<file path="config.mk">
export PLATFORM = sky130hd
export DESIGN_NAME = comparator
export DESIGN_NICKNAME = d
export VERILOG_FILES = /design/src/rtl/comparator.sv
export SDC_FILE = /design/constraint.sdc
export NUM_CORES = 1
export LEC_CHECK = 0
export CELL_PAD_IN_SITES_DETAIL_PLACEMENT = 0
export CELL_PAD_IN_SITES_GLOBAL_PLACEMENT = 1
export CORE_AREA = 2 2 39 41
export CTS_CLUSTER_DIAMETER = 150
export DETAILED_ROUTE_END_ITERATION = 8
export DIE_AREA = 0 0 41 43
export HOLD_SLACK_MARGIN = 0.1
export PLACE_DENSITY_LB_ADDON = 0.15
export SLEW_MARGIN = 0
export SYNTH_ARGS = -nofsm -noshare
export SYNTH_HDL_FRONTEND = slang
export SYNTH_SLANG_ARGS = --single-unit
</file>
<file path="constraint.sdc">
create_clock -name clk -period 3.1 [get_ports clk]
set_input_delay 0.62 -clock clk [delete_from_list [all_inputs] [get_ports clk]]
set_output_delay 0.62 -clock clk [all_outputs]
set_load 0.02 [all_outputs]
</file>
<file path="src/rtl/comparator.sv">
// Registered magnitude comparator: one-hot g/l/e flags one cycle after a valid a/b sample.
// Define CMP_SIGNED_EN to order operands as two's-complement; the default build orders them unsigned.
module comparator #(
    parameter int WIDTH = 4
) (
    input  logic             clk,
    input  logic             rst,
    input  logic             in_valid,
    input  logic [WIDTH-1:0] a,
    input  logic [WIDTH-1:0] b,
    output logic             out_valid,
    output logic             g,
    output logic             l,
    output logic             e
);

    logic out_valid_q, out_valid_d;
    logic g_q, g_d;
    logic l_q, l_d;
    logic e_q, e_d;
    logic a_gt_b, a_lt_b, a_eq_b;

    // Equality never depends on signedness, so only the ordering is mode-specific.
    assign a_eq_b = (a == b);
`ifdef CMP_SIGNED_EN
    assign a_gt_b = ($signed(a) > $signed(b));
    assign a_lt_b = ($signed(a) < $signed(b));
`else
    assign a_gt_b = (a > b);
    assign a_lt_b = (a < b);
`endif

    // Flags hold their last result when no new sample arrives.
    always_comb begin
        // NOTE: every output of a combinational block gets a default first, so no path infers a latch.
        out_valid_d = in_valid;
        g_d         = g_q;
        l_d         = l_q;
        e_d         = e_q;
        if (in_valid) begin
            g_d = a_gt_b;
            l_d = a_lt_b;
            e_d = a_eq_b;
        end
    end

    always_ff @(posedge clk) begin
        // NOTE: state registers use non-blocking assignments so every flop samples pre-edge values.
        if (rst) begin
            out_valid_q <= 1'b0;
            g_q         <= 1'b0;
            l_q         <= 1'b0;
            e_q         <= 1'b0;
        end else begin
            out_valid_q <= out_valid_d;
            g_q         <= g_d;
            l_q         <= l_d;
            e_q         <= e_d;
        end
    end

    assign out_valid = out_valid_q;
    assign g         = g_q;
    assign l         = l_q;
    assign e         = e_q;

endmodule

</file>
==> results of run 1 <==
[cells in the mapped netlist (all sizes together)]
cell type / number / area [µm²]
ha: 4 / 50.1
a31o: 1 / 8.76
dfxtp: 4 / 80.1
nor2b: 1 / 6.26
nand2: 1 / 3.75
o21bai: 1 / 7.51
a211oi: 1 / 12.5
a21oi: 1 / 5.00
nand3: 1 / 5.00
inv: 6 / 22.5
a2bb2oi: 1 / 8.76
and3: 1 / 6.26
nor2: 2 / 7.51
o221ai: 1 / 8.76
[worst paths after layout]
kind,from,slack (ns),to,cells past startpoint
hold / removal,e,0.49,e,2
setup / recovery,g,1.31,g,1
hold reg to reg,e,0.49,e,2
setup reg to reg,l,2.36,l,2
[cell type report]
| cell class | count | share of cell area |
|---|---|---|
| well taps | 16 | 0.0482 |
| multi-input cells | 16 | 0.313 |
| flip-flops and latches | 4 | 0.193 |
| repair buffers | 14 | 0.337 |
| inverters | 6 | 0.0542 |
| clock buffers | 3 | 0.0542 |
[registers in the layout (all words and copies together), names as in the netlist]
signal	cells
e	1
g	1
l	1
out_valid	1
[power breakdown]
group | internal [µW] | leakage (µW) | switching, µW
clock | 43.4 | 0.0000138 | 22.3
sequential | 55.0 | 0.0000330 | 1.41
combinational | 24.8 | 0.000147 | 16.4
total | 123 | 0.000194 | 40.2
[tightest hold or removal path: cells and delay by family, from the launching register on]
kind	cells	cell delay, ns
AND/OR/NAND/NOR	1	0.07
flip-flops	1	0.32
AO/OA/AOI/OAI	1	0.06
[cell families (layout without fill, tap and decap cells)]
family | after synthesis | count (layout) | synth area share
AOI/OAI and AO/OA | 6 | 6 | 0.220
adders and majority gates | 4 | 4 | 0.215
buffers and inverters | 6 | 23 | 0.0968
and+or+nand+nor | 6 | 6 | 0.124
DFF | 4 | 4 | 0.344
[routing by layer]
metal | vias to the layer above | GRT usage
li1 | 123 | -
met3 | 0 | 0.0314
met1 | 100 | 0.0929
met4 | 0 | 0.0800
met2 | 9 | 0.0875
met5 | - | 0
[per-stage QoR]
stage / setup slack, ns / hold slack (ns) / total power, µW / utilization
finish: 1.31 / 0.489 / 163 / 0.300
detailed placement: 1.07 / 0.493 / 98.9 / 0.284
global placement: 1.08 / 0.488 / 98.7 / 0.284
global route: 1.28 / 0.514 / 175 / 0.300
floorplan: 1.62 / 0.602 / 76.4 / -
CTS: 1.30 / 0.502 / 168 / 0.300
==> reports/metrics.yaml, run 1 <==
crit_fanout: 2
syn-instance-count: 26
worstPathRequired_ns: 2.48
dr.pass1.iters: 2
wl_per_cell_um: 8.54
via_count: 232
grt_overflow_total: 0
endpoint_kind: "output port"
powerDensity_nw_per_um2: 393
status: "finished, final reports clean"
leakagePower_uw: 0.000194
final_cells: 59
final_cell_mix: "clkdlybuf4s50_1, inv_1, ha_1, dfxtp_1, clkbuf_4"
clock-root-buffer: "clkbuf_4"
ff_latch_area_um2: 80.1
finalHoldViolations: 0
fin_nets: 60
timing.fmax_mhz: 558
critical_path_class: "reg2out"
cts_tree: "yes"
cts_resized: 0
period_share: 0.578
cap_violations: 0
startpoint_type: "flip-flop"
avgSynthCellArea_um2: 8.95
postCtsSetupBuffers: 0
synth-warning-count: 0
dp_cells: 56
place_area_um2: 393
antenna_cells: 0
timing.final.max_slew_violations: 0
pin_count: 15
ys_seq_area_frac: 0.344
syn_nets: 41
cts.clk_slew.worst_paths_ns: 0.04
antenna_found_initial: 0
clock_latency_ns: 0.23
drcViolationCount: 0
crit_chain: "clkdlybuf4s50_1"
gp_congestion: 0.696
synth_cell_types: 14
htreeDepth: 1
dr.max_layer_used: "met3"
design_area_um2: 415
synth-seq-cells: 4
tightest_slew_ns: 0.219
fill_cells: 150
die_w_um: 41
initial_core_util: 0.168
dp_hpwl_um: 420
worst-path-buf-inv: 1
die_area_um2: 1760
port_buffers: 14
track_usage: 0.0752
wl_um: 504
postCtsHoldBufs: 0
skew_ns: 0
cts.sinks: 4
area_growth_pct: 78.5
slowest_delay_ns: 0.61
cpMaxStageDelayCell: "clkdlybuf4s50_1"
worst_ep_arrival_time_ns: 1.17
irDropWorstVdd_mv: 0.125
grt_pass1_wl_um: 855
grt_max_degree: 5
layout_commonest_cell: "clkdlybuf4s50_1"
grt_pass1_vias: 228
drt_iter0_markers: 1
slew_headroom: 0.854
fin_setup_tns_ns: 0
vias_per_cell: 3.93
wl_met2_um: 241
die_h_um: 43
wl_met3_um: 30
fin_crit_ns: 1.79
wl_met1_um: 232
crit_family: "buffers and inverters"
drtAntennaViolNets: 0
multi_input_area_um2: 130
rows: 14
setup_viol: 0
core-area_um2: 1380
clockBufferDepth: 2
syn-cell-area_um2: 233
drive_gt1_frac: 0.0930
rsz0062_at_grt: "false"
min_path_type: "reg2reg"
cts-buffers-inserted: 3
No activity file was read; power rests on OpenSTA's default activity.
==> inputs of run 2 (changes only) <==
==> constraint.sdc (replaced) <==
create_clock -name clk -period 1.5 [get_ports clk]
set_input_delay 0.3 -clock clk [delete_from_list [all_inputs] [get_ports clk]]
set_output_delay 0.3 -clock clk [all_outputs]
set_load 0.02 [all_outputs]
==> run 2 against run 1 <==
Effect of this change: routed wire length up 6.0%; hold slack better by 0.00057 ns; first-iteration DRC count rose to 4.0 times the previous value; total power grew 110%; clock-buffer cell count unchanged; worst setup slack worse by 1.3 ns; utilization rose by 0.72 points; highest routed layer is now met4; combinational power is 120% higher; sequential power grew 110%; sequential share of layout area is 0.45 points lower; cell count increased by 1.7%; largest power group unchanged; critical path type unchanged.
==> reports/metrics.yaml, run 2 (synthesized netlist as in run 1, its figures left out) <==
slew_headroom: 0.851  # -0.00324
setup_viol: 0  # unchanged
port_buffers: 14  # unchanged
irDropWorstVdd_mv: 0.257  # +110%
grt_overflow_total: 0  # unchanged
finalHoldViolations: 0  # unchanged
drtAntennaViolNets: 0  # unchanged
r2r_setup_slack_ns: 0.77  # -1.59 ns
timing.final.max_slew_violations: 0  # unchanged
slowest_delay_ns: 0.61  # about the same
worst-path-buf-inv: 1  # unchanged
vias_per_cell: 3.90  # -0.82%
rsz0062_at_grt: "false"
min_path_type: "reg2reg"
gp_congestion: 0.701  # +0.69%
setup_slack_ns: 0.0238  # -1.28 ns
pre_cts_slack_ns: -0.148  # -1.22 ns
hold_slack_ns: 0.490  # +0.000571 ns
drive_gt1_frac: 0.114  # +0.0206
r2r-start: "l"
cap_violations: 0  # unchanged
leakagePower_uw: 0.000217  # +12%
dr.pass1.iters: 2  # unchanged
clock_latency_ns: 0.24  # about the same
pin_count: 15  # unchanged
r2r_cells: 2  # unchanged
die_area_um2: 1760  # unchanged
crit_end: "g"
track_usage: 0.0732  # -0.00201
skew_ns: 0  # unchanged
startpoint: "g"
grt_max_degree: 5  # unchanged
grt_pass1_wl_um: 821  # -4.0%
antenna_cells: 0  # unchanged
fin_nets: 61  # +1.7%
antenna_found_initial: 0  # unchanged
cts.clk_slew.worst_paths_ns: 0.04  # about the same
period_share: 0.984
die_w_um: 41  # unchanged
r2r_end: "l"
tightest_slew_ns: 0.224  # +0.00485 ns
critical_path_class: "reg2out"
initial_core_util: 0.168  # unchanged
final_cell_mix: "clkdlybuf4s50_1, inv_1, ha_1, dfxtp_1, clkbuf_4"
startpoint_type: "flip-flop"
postCtsSetupBuffers: 0  # unchanged
htreeDepth: 1  # unchanged
endpoint_kind: "output port"
clockBufferDepth: 2  # unchanged
rows: 14  # unchanged
crit_chain: "clkdlybuf4s50_1"
crit_fanout: 2  # unchanged
cts-buffers-inserted: 3  # unchanged
layout_commonest_cell: "clkdlybuf4s50_1"
cts.sinks: 4  # unchanged
fin_crit_ns: 1.48
core-area_um2: 1380  # unchanged
wl_um: 534  # +6.0%
via_count: 234  # +0.86%
status: "finished, final reports clean"
postCtsHoldBufs: 0  # unchanged
dp_hpwl_um: 437  # +4.1%
worst_ep_arrival_time_ns: 1.18  # about the same
die_h_um: 43  # unchanged
timing.fmax_mhz: 677
powerDensity_nw_per_um2: 802  # +100%
worstPathRequired_ns: 1.20  # -1.28 ns
cts_tree: "yes"
drcViolationCount: 0  # unchanged
drt_iter0_markers: 4  # +3
clock-root-buffer: "clkbuf_4"
crit_family: "buffers and inverters"
area_growth_pct: 82.8
cpMaxStageDelayCell: "clkdlybuf4s50_1"
grt_pass1_vias: 218  # -4.4%
wl_per_cell_um: 8.90  # +4.2%
worst-path-stages: 1  # unchanged
## run 2: changes by cell type in the layout (fill, tap and decap cells not counted), sizes merged
cell           change
buf                +1
dlymetal6s2s       +1
clkdlybuf4s50      -1
## run 2: per-layer routing
layer  track usage  part of all wire  up-vias
met5             0                 0        -
met4        0.0800             0.021        0
met3        0.0314             0.060        2
met2        0.0875              0.44       11
met1        0.0865              0.48       94
li1              -                 -      127
## run 2: power breakdown
group          internal [µW]  switching [µW]
registers                114            2.82
logic                   54.5            35.1
clock network           89.6            45.4
total                    258            83.3
## run 2: metrics by stage
| step | utilization | instance area [µm²] | TNS [ns] | total power, µW | cells |
|---|---|---|---|---|---|
| 2_1_floorplan | - | 233 | 0 | 158 | 26 |
| 3_3_place_gp | 0.289 | 400 | -0.439 | 208 | 57 |
| 3_5_place_dp | 0.289 | 400 | -0.360 | 208 | 57 |
| 4_1_cts | 0.306 | 423 | 0 | 349 | 60 |
| 5_1_grt | 0.307 | 425 | 0 | 363 | 60 |
| 6_report | 0.307 | 425 | 0 | 341 | 60 |
## run 2: worst min-delay path by stage
stage	slack (ns)	cells after the start	to	start
4_1_cts	0.50	2	e	e
6_report	0.49	2	e	e
2_1_floorplan	0.37	1	out_valid	rst
5_1_grt	0.52	2	e	e
3_3_place_gp	0.49	2	e	e
3_5_place_dp	0.49	2	e	e
## run 2: area by class of cell
type                       count  area [µm²]
timing repair buffer          15         150
inverter                       6        22.5
fill                         159         958
sequential                     4        80.1
multi-input combinational     16         130
tap                           16        20.0
clock buffer                   3        22.5
## run 2: what timing repair did
action,4_1_cts,5_1_grt
setup endpoints to repair,0,1
resized for setup,0,1
hold endpoints to repair,0,0
==> inputs of run 3 (changes only) <==
--- a/config.mk
+++ b/config.mk
@@ -8,7 +8,7 @@
 export CELL_PAD_IN_SITES_DETAIL_PLACEMENT = 0
 export CELL_PAD_IN_SITES_GLOBAL_PLACEMENT = 1
 export CORE_AREA = 2 2 39 41
-export CTS_CLUSTER_DIAMETER = 150
+export CTS_CLUSTER_DIAMETER = 80
 export DETAILED_ROUTE_END_ITERATION = 8
 export DIE_AREA = 0 0 41 43
 export HOLD_SLACK_MARGIN = 0.1
==> constraint.sdc (replaced) <==
create_clock -name clk -period 1.6 [get_ports clk]
set_input_delay 0.32 -clock clk [delete_from_list [all_inputs] [get_ports clk]]
set_output_delay 0.32 -clock clk [all_outputs]
set_load 0.02 [all_outputs]
==> run 3 against run 2 <==
Effect of this change: sequential power fell by 7%; register-to-register slack improved by 0.10 ns; critical path depth unchanged; hold slack better by 0.0072 ns; non-clock buffer count unchanged; clock-buffer cell count did not move; flip-flop and latch count unchanged; clock power decreased by 4%; via count is 3.8% higher; die area did not move; critical endpoint unchanged.
==> reports/metrics.yaml, run 3 (synthesized netlist as in run 1, its figures left out) <==
timing.fmax_mhz: 669
worst_ep_arrival_time_ns: 1.17  # about the same
startpoint_type: "flip-flop"
hold_start: "e"
via_count: 243  # +3.8%
worst-path-buf-inv: 1  # unchanged
final_cell_mix: "clkdlybuf4s50_1, inv_1, ha_1, dfxtp_1, clkbuf_4"
critical_path_class: "reg2out"
endpoint_kind: "output port"
grt_max_degree: 5  # unchanged
startpoint: "g"
cts.clk_slew.worst_paths_ns: 0.04  # about the same
clock-root-buffer: "clkbuf_4"
die_area_um2: 1760  # unchanged
cts_resized: 0  # unchanged
dp_hpwl_um: 430  # -1.7%
fin_nets: 61  # unchanged
drive_gt1_frac: 0.114  # unchanged
drtAntennaViolNets: 0  # unchanged
track_usage: 0.0712  # -0.00201
timing.final.max_slew_violations: 0  # unchanged
setup_viol: 0  # unchanged
slowest_delay_ns: 0.61  # about the same
crit_fanout: 2  # unchanged
worstPathRequired_ns: 1.28  # +0.08 ns
postCtsHoldBufs: 0  # unchanged
port_buffers: 14  # unchanged
setup_slack_ns: 0.106  # +0.0818 ns
postCtsSetupBuffers: 0  # unchanged
gp_congestion: 0.701  # about the same
cts.sinks: 4  # unchanged
wl_um: 533  # -0.19%
die_h_um: 43  # unchanged
antenna_cells: 0  # unchanged
dr.pass1.iters: 1  # -1
leakagePower_uw: 0.000198  # -8.5%
cap_violations: 0  # unchanged
crit_chain: "clkdlybuf4s50_1"
finalHoldViolations: 0  # unchanged
skew_ns: 0  # unchanged
vias_per_cell: 4.05  # +3.8%
r2r-start: "l"
rows: 14  # unchanged
core-area_um2: 1380  # unchanged
powerDensity_nw_per_um2: 762  # -5.0%
drt_iter0_markers: 0  # -4
grt_pass1_vias: 215  # -1.4%
final_cells: 60  # unchanged
rsz0062_at_grt: "false"
slew_headroom: 0.852  # +0.00179
grt_overflow_total: 0  # unchanged
grt_pass1_wl_um: 800  # -2.6%
irDropWorstVdd_mv: 0.241  # -5.9%
initial_core_util: 0.168  # unchanged
pre_cts_slack_ns: -0.0790  # +0.0695 ns
dp_cells: 57  # unchanged
min_path_type: "reg2reg"
period_share: 0.934
crit_family: "buffers and inverters"
area_growth_pct: 81.7
cts_tree: "yes"
htreeDepth: 1  # unchanged
tightest_slew_ns: 0.221  # -0.00267 ns
pin_count: 15  # unchanged
die_w_um: 41  # unchanged
drcViolationCount: 0  # unchanged
cpMaxStageDelayCell: "clkdlybuf4s50_1"
layout_commonest_cell: "clkdlybuf4s50_1"
wl_per_cell_um: 8.88  # -0.19%
status: "finished, final reports clean"
hold_slack_ns: 0.497  # +0.00719 ns
cts-buffers-inserted: 3  # unchanged
clock_latency_ns: 0.24  # about the same
finalPower_uw: 322  # -5.5%
antenna_found_initial: 0  # unchanged
clockBufferDepth: 2  # unchanged
fin_crit_ns: 1.49
run 3: cell type report:
| type | instances | area (µm²) |
|---|---|---|
| Multi-Input combinational cell | 16 | 130 |
| Timing Repair Buffer | 15 | 148 |
| Sequential cell | 4 | 80.1 |
| Tap cell | 16 | 20.0 |
| Inverter | 6 | 22.5 |
| Fill cell | 153 | 961 |
| Clock buffer | 3 | 22.5 |
run 3: report_power, final:
part           switching [µW]  total, µW  leakage, µW  internal, µW
registers                2.55        109    0.0000330           107
clock network            44.6        129    0.0000138          84.1
logic                    33.2       84.3     0.000152          51.1
run 3: worst paths after layout:
| path | end | slack, ns | depth (start not counted) |
|---|---|---|---|
| worst min register to register | e | 0.50 | 2 |
| worst max-delay path | g | 0.11 | 1 |
| worst min-delay path | e | 0.50 | 2 |
| worst max register to register | l | 0.87 | 2 |
run 3: stage by stage:
| step | cell area, µm² | TNS, ns | utilization |
|---|---|---|---|
| 2_1_floorplan | 233 | 0 | - |
| 3_3_place_gp | 400 | -0.199 | 0.289 |
| 3_5_place_dp | 400 | -0.148 | 0.289 |
| 4_1_cts | 423 | 0 | 0.306 |
| 5_1_grt | 423 | 0 | 0.306 |
| 6_report | 423 | 0 | 0.306 |
run 3: routing by layer:
layer,vias to the layer above,part of all wire,global-route usage
li1,126,-,-
met1,108,0.51,0.0769
met2,9,0.45,0.0906
met3,0,0.038,0.0314
met4,0,0,0.0800
met5,-,0,0
